### config.mk
export PLATFORM = sky130hd
export DESIGN_NAME = menu_order_scheduler
export DESIGN_NICKNAME = d
export VERILOG_FILES = /design/src/rtl/menu_pkg.sv /design/src/rtl/order_fifo.sv /design/src/rtl/menu_order_scheduler.sv
export SDC_FILE = /design/constraint.sdc
export NUM_CORES = 1
export LEC_CHECK = 0
export ABC_AREA = 0
export CORE_AREA = 2 2 57 99
export CTS_CLUSTER_DIAMETER = 50
export DETAILED_ROUTE_END_ITERATION = 8
export DIE_AREA = 0 0 59 101
export GPL_ROUTABILITY_DRIVEN = 0
export PLACE_DENSITY = 0.52
export SLEW_MARGIN = 20
export SYNTH_ARGS = -nofsm -noshare
export SYNTH_HDL_FRONTEND = slang
export SYNTH_SLANG_ARGS = --single-unit
### constraint.sdc
create_clock -name clk -period 3.7 [get_ports clk]
set_input_delay 0.37 -clock clk [delete_from_list [all_inputs] [get_ports clk]]
set_output_delay 0.37 -clock clk [all_outputs]
set_load 0.01 [all_outputs]
### src/rtl/menu_pkg.sv
// Shared types and helpers for the menu order path: item codes, dispatch states,
// and the one-hot selection encoder.
package menu_pkg;

    localparam logic [1:0] ITEM_OP1 = 2'd0;
    localparam logic [1:0] ITEM_OP2 = 2'd1;
    localparam logic [1:0] ITEM_OP3 = 2'd2;
    localparam logic [1:0] ITEM_OP4 = 2'd3;

    typedef enum logic [1:0] {
        IDLE = 2'd0,
        REQ  = 2'd1,
        PREP = 2'd2
    } dispatch_state_t;

    function automatic logic [1:0] onehot_to_code(input logic [3:0] sel);
        logic [1:0] code;
        code = ITEM_OP1;
        case (sel)
            4'b0001: code = ITEM_OP1;
            4'b0010: code = ITEM_OP2;
            4'b0100: code = ITEM_OP3;
            4'b1000: code = ITEM_OP4;
            default: code = ITEM_OP1;
        endcase
        return code;
    endfunction

endpackage

### src/rtl/order_fifo.sv
// Show-ahead synchronous FIFO for queued orders; pointers carry an extra MSB so
// full and empty are told apart without a separate flag.
module order_fifo #(
    parameter int DEPTH = 4,
    parameter int W     = 2
) (
    input  logic                     clk,
    input  logic                     reset,
    input  logic                     i_push,
    input  logic                     i_pop,
    input  logic [W-1:0]             i_din,
    output logic [W-1:0]             o_dout,
    output logic [$clog2(DEPTH):0]   o_count,
    output logic                     o_full,
    output logic                     o_empty
);

    localparam int AW = $clog2(DEPTH);

    logic [W-1:0] r_mem [DEPTH];
    logic [AW:0]  r_wr;
    logic [AW:0]  r_rd;
    logic         w_do_push;
    logic         w_do_pop;

    assign o_count   = r_wr - r_rd;
    assign o_full    = (o_count == (AW+1)'(DEPTH));
    assign o_empty   = (r_wr == r_rd);
    assign o_dout    = r_mem[r_rd[AW-1:0]];
    assign w_do_push = i_push && !o_full;
    assign w_do_pop  = i_pop && !o_empty;

    always_ff @(posedge clk or posedge reset) begin
        if (reset) begin
            r_wr <= '0;
            r_rd <= '0;
        end else begin
            if (w_do_push) r_wr <= r_wr + 1'b1;
            if (w_do_pop)  r_rd <= r_rd + 1'b1;
        end
    end

    // Storage needs no reset: entries are only read between the pointers.
    always_ff @(posedge clk) begin
        if (w_do_push) r_mem[r_wr[AW-1:0]] <= i_din;
    end

endmodule

### src/rtl/menu_order_scheduler.sv
// Queues menu selections as orders and serves them one at a time through a
// req/ack/done handshake with a watchdog on the preparation phase.
module menu_order_scheduler
    import menu_pkg::*;
#(
    parameter int FIFO_DEPTH   = 4,
    parameter int PREP_TIMEOUT = 1000,
    parameter int TW           = 10
) (
    input  logic                          clk,
    input  logic                          reset,
    input  logic [3:0]                    op_sel,
    output logic                          clc,
    output logic                          srv_req,
    output logic [1:0]                    srv_item,
    input  logic                          srv_ack,
    input  logic                          srv_done,
    input  logic                          err_clr,
    output logic [$clog2(FIFO_DEPTH):0]   fifo_count,
    output logic                          fifo_full,
    output logic                          busy,
    output logic                          timeout_err,
    output dispatch_state_t               dbg_state
);

    // Handshake: srv_req is held while in REQ; the order is handed over at the
    // edge where srv_req and srv_ack are both 1. srv_done closes it from PREP.

    dispatch_state_t r_state;
    dispatch_state_t w_next;
    logic            r_arm;
    logic            r_clc;
    logic            r_err;
    logic [TW-1:0]   r_timer;
    logic            w_onehot;
    logic            w_push;
    logic            w_pop;
    logic            w_timeout;
    logic            w_empty;
    logic [1:0]      w_head;

    assign w_onehot = (op_sel != 4'd0) && ((op_sel & (op_sel - 4'd1)) == 4'd0);
    assign w_push   = w_onehot && r_arm && !fifo_full;

    order_fifo #(
        .DEPTH (FIFO_DEPTH),
        .W     (2)
    ) u_fifo (
        .clk     (clk),
        .reset   (reset),
        .i_push  (w_push),
        .i_pop   (w_pop),
        .i_din   (onehot_to_code(op_sel)),
        .o_dout  (w_head),
        .o_count (fifo_count),
        .o_full  (fifo_full),
        .o_empty (w_empty)
    );

    // arm stays low after a capture until the menu has released op_sel.
    always_ff @(posedge clk or posedge reset) begin
        if (reset) begin
            r_arm <= 1'b1;
            r_clc <= 1'b0;
        end else begin
            r_clc <= w_push;
            if (w_push)
                r_arm <= 1'b0;
            else if (op_sel == 4'd0)
                r_arm <= 1'b1;
        end
    end

    always_ff @(posedge clk or posedge reset) begin
        if (reset) r_state <= IDLE;
        else       r_state <= w_next;
    end

    always_comb begin
        w_next    = r_state;
        w_pop     = 1'b0;
        w_timeout = 1'b0;
        case (r_state)
            IDLE: if (!w_empty) w_next = REQ;
            REQ: begin
                if (srv_ack) begin
                    w_pop  = 1'b1;
                    w_next = PREP;
                end
            end
            PREP: begin
                if (srv_done) begin
                    w_next = IDLE;
                end else if (r_timer == TW'(PREP_TIMEOUT - 1)) begin
                    w_timeout = 1'b1;
                    w_next    = IDLE;
                end
            end
            default: w_next = IDLE;
        endcase
    end

    // Timer counts only while in PREP, so entering PREP always starts from zero.
    always_ff @(posedge clk or posedge reset) begin
        if (reset) begin
            r_timer <= '0;
            r_err   <= 1'b0;
        end else begin
            if (r_state == PREP) r_timer <= r_timer + 1'b1;
            else                 r_timer <= '0;
            if (w_timeout)    r_err <= 1'b1;
            else if (err_clr) r_err <= 1'b0;
        end
    end

    assign clc         = r_clc;
    assign srv_req     = (r_state == REQ);
    assign srv_item    = srv_req ? w_head : ITEM_OP1;
    assign busy        = (r_state != IDLE);
    assign timeout_err = r_err;
    assign dbg_state   = r_state;

endmodule

# After elaboration in Yosys (flattened, before gate mapping)
# Memory sizes are Yosys's and may differ from the RTL's.
# Cells that the tools add are included.
dict set report totals {
  ramBits 8
  out_inout_bits 12
  in_bits 9
  elab_cells 59
  regBits 21
  n_memories 1
}
# memory words word_bits read_ports rd_ports_with_merged_regs write_ports line
set mem_list {}
lappend mem_list {u_fifo.r_mem 4 2 1 0 1 order_fifo.sv:20} ;# logic [W-1:0] r_mem [DEPTH];
dict set report classes {
  reduce_logical 15
  bitwise 1
  eq_ne 11
  addsub 5
  mux 19
}
# cell count
set ops {}
lappend ops {{$pmux W2 S3} 2}
lappend ops {{$mux W1} 11}
lappend ops {{$add A10 B1 Y10 const B} 1}
lappend ops {{$eq A10 B10 Y1 const B} 1}
lappend ops {{$mux W10} 1}
lappend ops {{$mux W2} 5}
lappend ops {{$logic_not A4 Y1} 2}
lappend ops {{$add A3 B1 Y3 const B} 2}
lappend ops {{$reduce_bool A2 Y1} 3}
lappend ops {{$logic_and A1 B1 Y1} 5}
lappend ops {{$and A4 B4 Y4} 1}
lappend ops {{$eq A4 B2 Y1 const B} 1}
lappend ops {{$eq A4 B3 Y1 const B} 1}
lappend ops {{$eq A4 B4 Y1 const B} 1}
lappend ops {{$reduce_bool A4 Y1} 1}
lappend ops {{$sub A4 B1 Y4 const B} 1}
lappend ops {{$eq A3 B3 Y1} 1}
lappend ops {{$eq A3 B3 Y1 const B} 1}
lappend ops {{$ne A3 B3 Y1 const B} 1}
lappend ops {{$reduce_and A3 Y1} 1}
lappend ops {{$sub A3 B3 Y3} 1}
lappend ops {{$eq A2 B1 Y1 const B} 1}
lappend ops {{$eq A2 B2 Y1 const B} 1}
lappend ops {{$logic_not A1 Y1} 2}
lappend ops {{3 further kinds} 3}

# Longest topological paths before layout
# Gate-level depths: netlist of the first run.
dict set report depth {
  depth_word 9
  depth_mapped 6
  mapped_depth_nobuf 6
}

# Cells and area by module
# Synthesis of the first run repeated with hierarchy kept, for this count alone.
dict set report hier_totals {
  cells_unflattened 139
  area_unflattened_um2 1561.5
}
# mod seq_area_each_um2 area_per_inst_um2 n_inst cells_each
set by_module_without_submodules {}
lappend by_module_without_submodules {menu_order_scheduler 376.6 783.3 1 82}
lappend by_module_without_submodules {order_fifo 390.4 778.2 1 57}

# Least setup slack after synthesis of the first run
# Ideal clock, no wire load.
dict set report synth_path {
  path_kind {register to register}
  start {register u_fifo.r_rd[0]}
  end {memory u_fifo.r_mem[0][0], enable pin}
  arrival_time_ns 1.888
  setup_time_ns 0.293
  path_buffers 0
  slack_ns 1.519
  required_time_ns 3.407
  period_less_slack_ns 2.181
  path_stages_with_launch 6
  cell_sequence {dfrtp_1 > ha_1 > fa_1 > xnor2_2 > a311oi_4 > and2_2}
}
dict set report synth_via {
  elab_chain_cells 7
}
# element line
set synth_rtl {}
lappend synth_rtl {{from (decl)} order_fifo.sv:22} ;# logic [AW:0] r_rd;
lappend synth_rtl {{from (signal assigned)} order_fifo.sv:39} ;# if (w_do_pop) r_rd <= r_rd + 1'b1;
lappend synth_rtl {{$sub A3 B3 Y3} order_fifo.sv:26} ;# assign o_count = r_wr - r_rd;
lappend synth_rtl {{via fifo_count[2]} menu_order_scheduler.sv:19} ;# output logic [$clog2(FIFO_DEPTH):0] fifo_count,
lappend synth_rtl {{$eq A3 B3 Y1} order_fifo.sv:27} ;# assign o_full = (o_count == (AW+1)'(DEPTH));
lappend synth_rtl {{$logic_not A1 Y1} menu_order_scheduler.sv:43} ;# assign w_push = w_onehot && r_arm && !fifo_full;
lappend synth_rtl {{$logic_and A1 B1 Y1} menu_order_scheduler.sv:43}
lappend synth_rtl {{via u_fifo.i_push} order_fifo.sv:9} ;# input logic i_push,
lappend synth_rtl {{$logic_and A1 B1 Y1} order_fifo.sv:30} ;# assign w_do_push = i_push && !o_full;
lappend synth_rtl {{$mux W1} order_fifo.sv:45} ;# if (w_do_push) r_mem[r_wr[AW-1:0]] <= i_din;
lappend synth_rtl {{$mux W1 (implied by the code)} order_fifo.sv:45}
lappend synth_rtl {{to (decl)} order_fifo.sv:20}
# The timed path passes the listed nets, and every way through them passes these cells.

# Worst setup path in the final report of the first run
dict set report layout_path {
  start {register u_fifo.r_rd[0]}
  end {output port fifo_full}
}
dict set report layout_via {
  elab_chain_cells 2
}
# element line
set layout_rtl {}
lappend layout_rtl {{$sub A3 B3 Y3} order_fifo.sv:26}
lappend layout_rtl {{$eq A3 B3 Y1} order_fifo.sv:27}
lappend layout_rtl {{to (decl)} menu_order_scheduler.sv:20} ;# output logic fifo_full,
# No other way between the ends.

==> qor.txt, run 1 <==
DRC: 0
Area share of the largest cell type after synthesis: 0.3314
EDFF count, synth: 8
Hold_buf cts: 0
Final setup TNS: 0 ns
Crit path time final: 2.827 ns
P_leak: 0.7289 nW
H-tree levels: 2
Total Routed Length: 2.862 mm
Pre-Repair DR Iteration Count: 4
Final cycle utilization of the critical path: 0.7640
Worst min path class: reg -> reg
Crit path capture type: output pin
Ports: 21
Synth Net Count: 147
Clk_lat worst skew: 0.28 ns
Post_cts resized: 0
Vias after detailed routing: 1012
F_max: 353.7 MHz
Cell Pwr Density: 748.7 nW/um^2
Gr ovfl total: 0
GR Util met3: 0.03723
CP Max Fanout: 5
Routed Antenna Nets: 0
Clk pin slew, worst setup/hold paths: 0.06 ns
Ys flop type: dfrtp_1
Critical Path Source Type: register
Syn Inst Count: 129
Met1 usage: 0.1127
FFs w/ async S/R, synth: 0.7241
Yosys warns: 0
FF+latch count, synth: 29
Clk root buf: clkbuf_8
Synth area leader: dfrtp_1
Total CTS buffers: 5
Post-CTS setup buffers: 0
Yosys cell types: 37
Net count, final: 171
Clock Skews: 0.007880 ns
CP Data Required Time: 3.33 ns
Inst Count DP: 201
# diodes: 0
Layout fillers: 527
Slew @ Worst Pin: 0.8393 ns
Core area: 5167 sq um
Dominant cells by area after synthesis: dfrtp_1, edfxtp_1, ha_1, xnor2_1, nor2_1
Status: complete, no violations
Row cnt: 35
GRT met2 Usage: 0.1940
Layout area overhead: 22.45%
Most Crowded Layer GR: met2
Cell Area, Synth: 1510 sq um
Largest net degree at the start of global routing: 22
First-pass GRT wire length: 4.774 mm
Vias per cell: 4.842
Non-Filler Instances: 209
Vias in the first global route: 1054
Final Hold Vio Count: 0
I/O Buffers: 20
Final slew viol count: 0
Die height: 101 microns
RSZ-0062 raised after global routing: no
CTS sink cnt: 29
Final setup fails: 0
Maximum VDD drop: 0.5223 mV
Final Util: 0.3579
Maximum clock path buffer count: 2
Die X: 59 microns
Placed cell area: 1759 sq um
CTS tree: built
Avg WL per Cell: 13.69 microns
Die footprint: 5959 sq um
Initial DRC count: 33
Rel. slew slack: 0.4398
Layout cells sized above 1: 0.1299
Crit Path Category: reg -> out
Hpwl dp: 2.172 mm
Register area share after synthesis: 0.5079
Max-cap viol count: 0
Post-Syn Area per Cell: 11.71 sq um
Design Area, Final: 1849 sq um
CP arrival: 2.46 ns
Initial antenna violation count: 0
Total track usage: 0.1094
Initial Util: 0.2923
[metal layers]
layer / vias up / share of wire
li1: 492 / -
met1: 484 / 0.38
met2: 31 / 0.55
met3: 5 / 0.053
met4: 0 / 0.019
met5: - / 0
[stage by stage]
step                      hold WS, ns  worst slack, ns  power (W)
after floorplan                0.3458            1.519  0.0008647
after global placement         0.4462            1.185   0.001134
after detailed placement       0.4606            1.140   0.001138
after CTS                      0.4718           0.8328   0.001411
after global routing           0.4767           0.7331   0.001486
final                          0.4681           0.8730   0.001384
[critical path, stage by stage (launching register included)]
cell and delay (ns):
dfrtp_1 0.46, ha_1 0.24, fa_1 0.41, xnor2_2 0.31, and3_2 0.23, clkdlybuf4s50_1 0.53
[worst paths after layout]
check                               start  slack, ns                  to  cells after the start
min                            r_timer[0]       0.47          r_timer[0]                      1
min in group asynchronous           reset       0.57      u_fifo.r_rd[0]                      2
max                        u_fifo.r_rd[0]       0.87           fifo_full                      5
max in group asynchronous           reset       2.61      u_fifo.r_rd[2]                      2
max reg2reg                u_fifo.r_rd[0]       1.36  u_fifo.r_mem[3][0]                      4
min reg2reg                    r_timer[0]       0.47          r_timer[0]                      1
[synthesized netlist by cell type (2+ instances only)]
| master | n |
|---|---|
| xnor2_2 | 2 |
| nor2_1 | 13 |
| xnor2_1 | 8 |
| o21ai_0 | 3 |
| nand4_1 | 2 |
| mux4_2 | 2 |
| nand2b_1 | 2 |
| nor3_1 | 4 |
| inv_1 | 9 |
| ha_1 | 8 |
| nand3_1 | 6 |
| or3_1 | 2 |
| dfrtp_1 | 20 |
| nand2_1 | 7 |
| and2_1 | 3 |
| a211oi_1 | 2 |
| edfxtp_1 | 8 |
| xor2_1 | 5 |
| o31ai_1 | 2 |
| nor4b_1 | 2 |
| and2_2 | 3 |
[state kept, by name (all words and copies together) (netlist names)]
signal	count
r_timer	10
u_fifo.r_mem	8
u_fifo.r_rd	3
u_fifo.r_wr	3
dbg_state	2
clc	1
r_arm	1
timeout_err	1
[layout make-up]
type                       instances  area (sq um)  area share
multi-input combinational         88         689.4      0.3728
sequential                        29         767.0      0.4148
inverter                           9         33.78     0.01827
tap                               55         68.82     0.03721
timing repair buffer              20         200.2      0.1083
clock buffer                       8         90.09     0.04871
[logic make-up after synthesis]
kind of cell / after synthesis / synth area share
compound gates: 12 / 0.06628
xor+xnor: 15 / 0.09693
fa+ha+maj: 9 / 0.07954
buf+inv: 12 / 0.03562
flops: 29 / 0.5079
mux: 4 / 0.04722
simple gates: 48 / 0.1665
[power breakdown]
| group | leakage (nW) | total, W | switching [W] | internal [W] |
|---|---|---|---|---|
| combinational | 0.336 | 0.000666 | 0.000316 | 0.000350 |
| clock | 0.0455 | 0.000258 | 0.000107 | 0.000151 |
| sequential | 0.347 | 0.000460 | 0.0000693 | 0.000391 |
[cells in the final DEF, fill, tap and decap left out, types with 2 or more instances in the layout]
master	count
dfrtp_1	20
clkdlybuf4s50_1	20
nor2_1	13
inv_1	9
xnor2_1	8
ha_1	8
edfxtp_1	8
nand2_1	7
nand3_1	6
clkbuf_8	6
xor2_1	5
nor3_1	4
and2_1	3
and2_2	3
o21ai_0	3
xnor2_2	2
nor4b_1	2
a211oi_1	2
mux4_2	2
nand2b_1	2
or3_1	2
nand4_1	2
o31ai_1	2
clkbuf_1	2
Power figures use the tool's default switching activity.
==> inputs of run 2 (changes only) <==
==> constraint.sdc (replaced) <==
create_clock -name clk -period 2.9 [get_ports clk]
set_input_delay 0.29 -clock clk [delete_from_list [all_inputs] [get_ports clk]]
set_output_delay 0.29 -clock clk [all_outputs]
set_load 0.01 [all_outputs]
==> run 2 against run 1 <==
Highest routed layer unchanged. Combinational power rose by 28%. Design area up 1.4%. Largest cell class unchanged. Critical endpoint unchanged. Via count decreased by 0.59%. Sequential share of layout area is 0.58 points lower. Clock power rose by 65%.
==> qor.txt, run 2 (synthesis gave the netlist of run 1 again) <==
Status: complete, no violations
Clk root buf: clkbuf_8
Design Area, Final: 1876 sq um (+1.4%)
P_leak: 0.7419 nW (+1.8%)
Initial antenna violation count: 0 (unchanged)
DRC: 0 (unchanged)
Crit Path Category: reg -> out
Most frequent cells in the layout: dfrtp_1, clkdlybuf4s50_1, nor2_1
Final setup TNS: 0 ns (unchanged)
Die height: 101 microns (unchanged)
Layout fillers: 526 (-0.19%)
Largest register FFs: 10 (unchanged)
Layout cells sized above 1: 0.1364 (+0.006494)
Ports: 21 (unchanged)
Avg WL per Cell: 13.82 microns (+0.91%)
Core area: 5167 sq um (unchanged)
CP Max Fanout: 5 (unchanged)
Final Hold Vio Count: 0 (unchanged)
F_max: 363.6 MHz
CTS sink cnt: 29 (unchanged)
Placed cell area: 1759 sq um (unchanged)
H-tree levels: 2 (unchanged)
Final setup fails: 0 (unchanged)
Critical Path Source Type: register
Vias per cell: 4.813 (-0.59%)
Row cnt: 35 (unchanged)
Maximum VDD drop: 0.8222 mV (+57%)
Post-CTS setup buffers: 0 (unchanged)
Die footprint: 5959 sq um (unchanged)
Crit path capture type: output pin
Inst Count DP: 201 (unchanged)
Hold_ws: 0.4636 ns (-0.004485 ns)
Initial Util: 0.2923 (unchanged)
Vias after detailed routing: 1006 (-0.59%)
Non-Filler Instances: 209 (unchanged)
Total Routed Length: 2.888 mm (+0.91%)
Hold_buf cts: 0 (unchanged)
R2r setup slk: 0.55 ns (-0.81 ns)
First-pass GRT wire length: 4.974 mm (+4.2%)
Rel. slew slack: 0.4226 (-0.01728)
CTS tree: built
# diodes: 0 (unchanged)
Vias in the first global route: 1068 (+1.3%)
Cell Pwr Density: 997.6 nW/um^2 (+33%)
Hpwl dp: 2.217 mm (+2.1%)
Initial DRC count: 22 (-33%)
Top reg by flops: r_timer
Total CTS buffers: 5 (unchanged)
Slew @ Worst Pin: 0.8652 ns (+0.02589 ns)
Net count, final: 171 (unchanged)
Max-cap viol count: 0 (unchanged)
Clk pin slew, worst setup/hold paths: 0.06 ns (about the same)
Final Util: 0.3630 (+0.005085)
RSZ-0062 raised after global routing: no
I/O Buffers: 20 (unchanged)
Die X: 59 microns (unchanged)
Pre-Repair DR Iteration Count: 4 (unchanged)
Crit path time final: 2.750 ns
Total track usage: 0.1122 (+0.002857)
Clk_lat worst skew: 0.28 ns (about the same)
CP arrival: 2.46 ns (about the same)
Final cycle utilization of the critical path: 0.9484
Clock Skews: 0.006423 ns (-0.001457 ns)
Maximum clock path buffer count: 2 (unchanged)
CP Data Required Time: 2.61 ns (-0.72 ns)
Layout area overhead: 24.19%
Gr ovfl total: 0 (unchanged)
Post_cts resized: 0 (unchanged)
Routed Antenna Nets: 0 (unchanged)
Final slew viol count: 0 (unchanged)
Largest net degree at the start of global routing: 22 (unchanged)
Worst min path class: reg -> reg
[run 2: area by class of cell]
cell class	count	area (sq um)	area share
clock buffers	7	86.33	0.04603
flip-flops and latches	29	767.0	0.4089
multi-input cells	88	689.4	0.3676
well taps	55	68.82	0.03669
clock inverters	1	30.03	0.01601
inverters	9	33.78	0.01801
repair buffers	20	200.2	0.1067
[run 2: layer usage]
layer / GRT usage / share of wire
met1: 0.1185 / 0.41
met2: 0.2034 / 0.53
met3: 0.03209 / 0.045
met4: 0.04196 / 0.015
met5: 0 / 0
[run 2: worst paths after layout]
path	cells past startpoint	start	end
setup / recovery	5	u_fifo.r_rd[0]	fifo_full
hold / removal	1	r_timer[0]	r_timer[0]
setup reg to reg	4	u_fifo.r_rd[0]	u_fifo.r_mem[3][0]
hold reg to reg	1	r_timer[0]	r_timer[0]
max in group asynchronous	2	reset	dbg_state[0]
min in group asynchronous	2	reset	r_timer[6]
[run 2: power by group]
| part | switching, W | internal, W | total, W |
|---|---|---|---|
| combinational | 0.000406 | 0.000448 | 0.000855 |
| clock | 0.000146 | 0.000280 | 0.000425 |
| sequential | 0.0000923 | 0.000499 | 0.000591 |
[run 2: stage by stage]
stage	total power (W)	setup WS, ns
3_3_place_gp	0.001445	0.4602
3_5_place_dp	0.001461	0.4367
2_1_floorplan	0.001103	0.7190
6_report	0.001871	0.1495
4_1_cts	0.001904	0.1084
5_1_grt	0.002009	0.02251
[run 2: worst max-delay path: stages (launching register included)]
cell and delay (ns):
dfrtp_1 0.46, ha_1 0.25, fa_1 0.41, xnor2_2 0.32, and3_2 0.23, clkdlybuf4s50_1 0.53
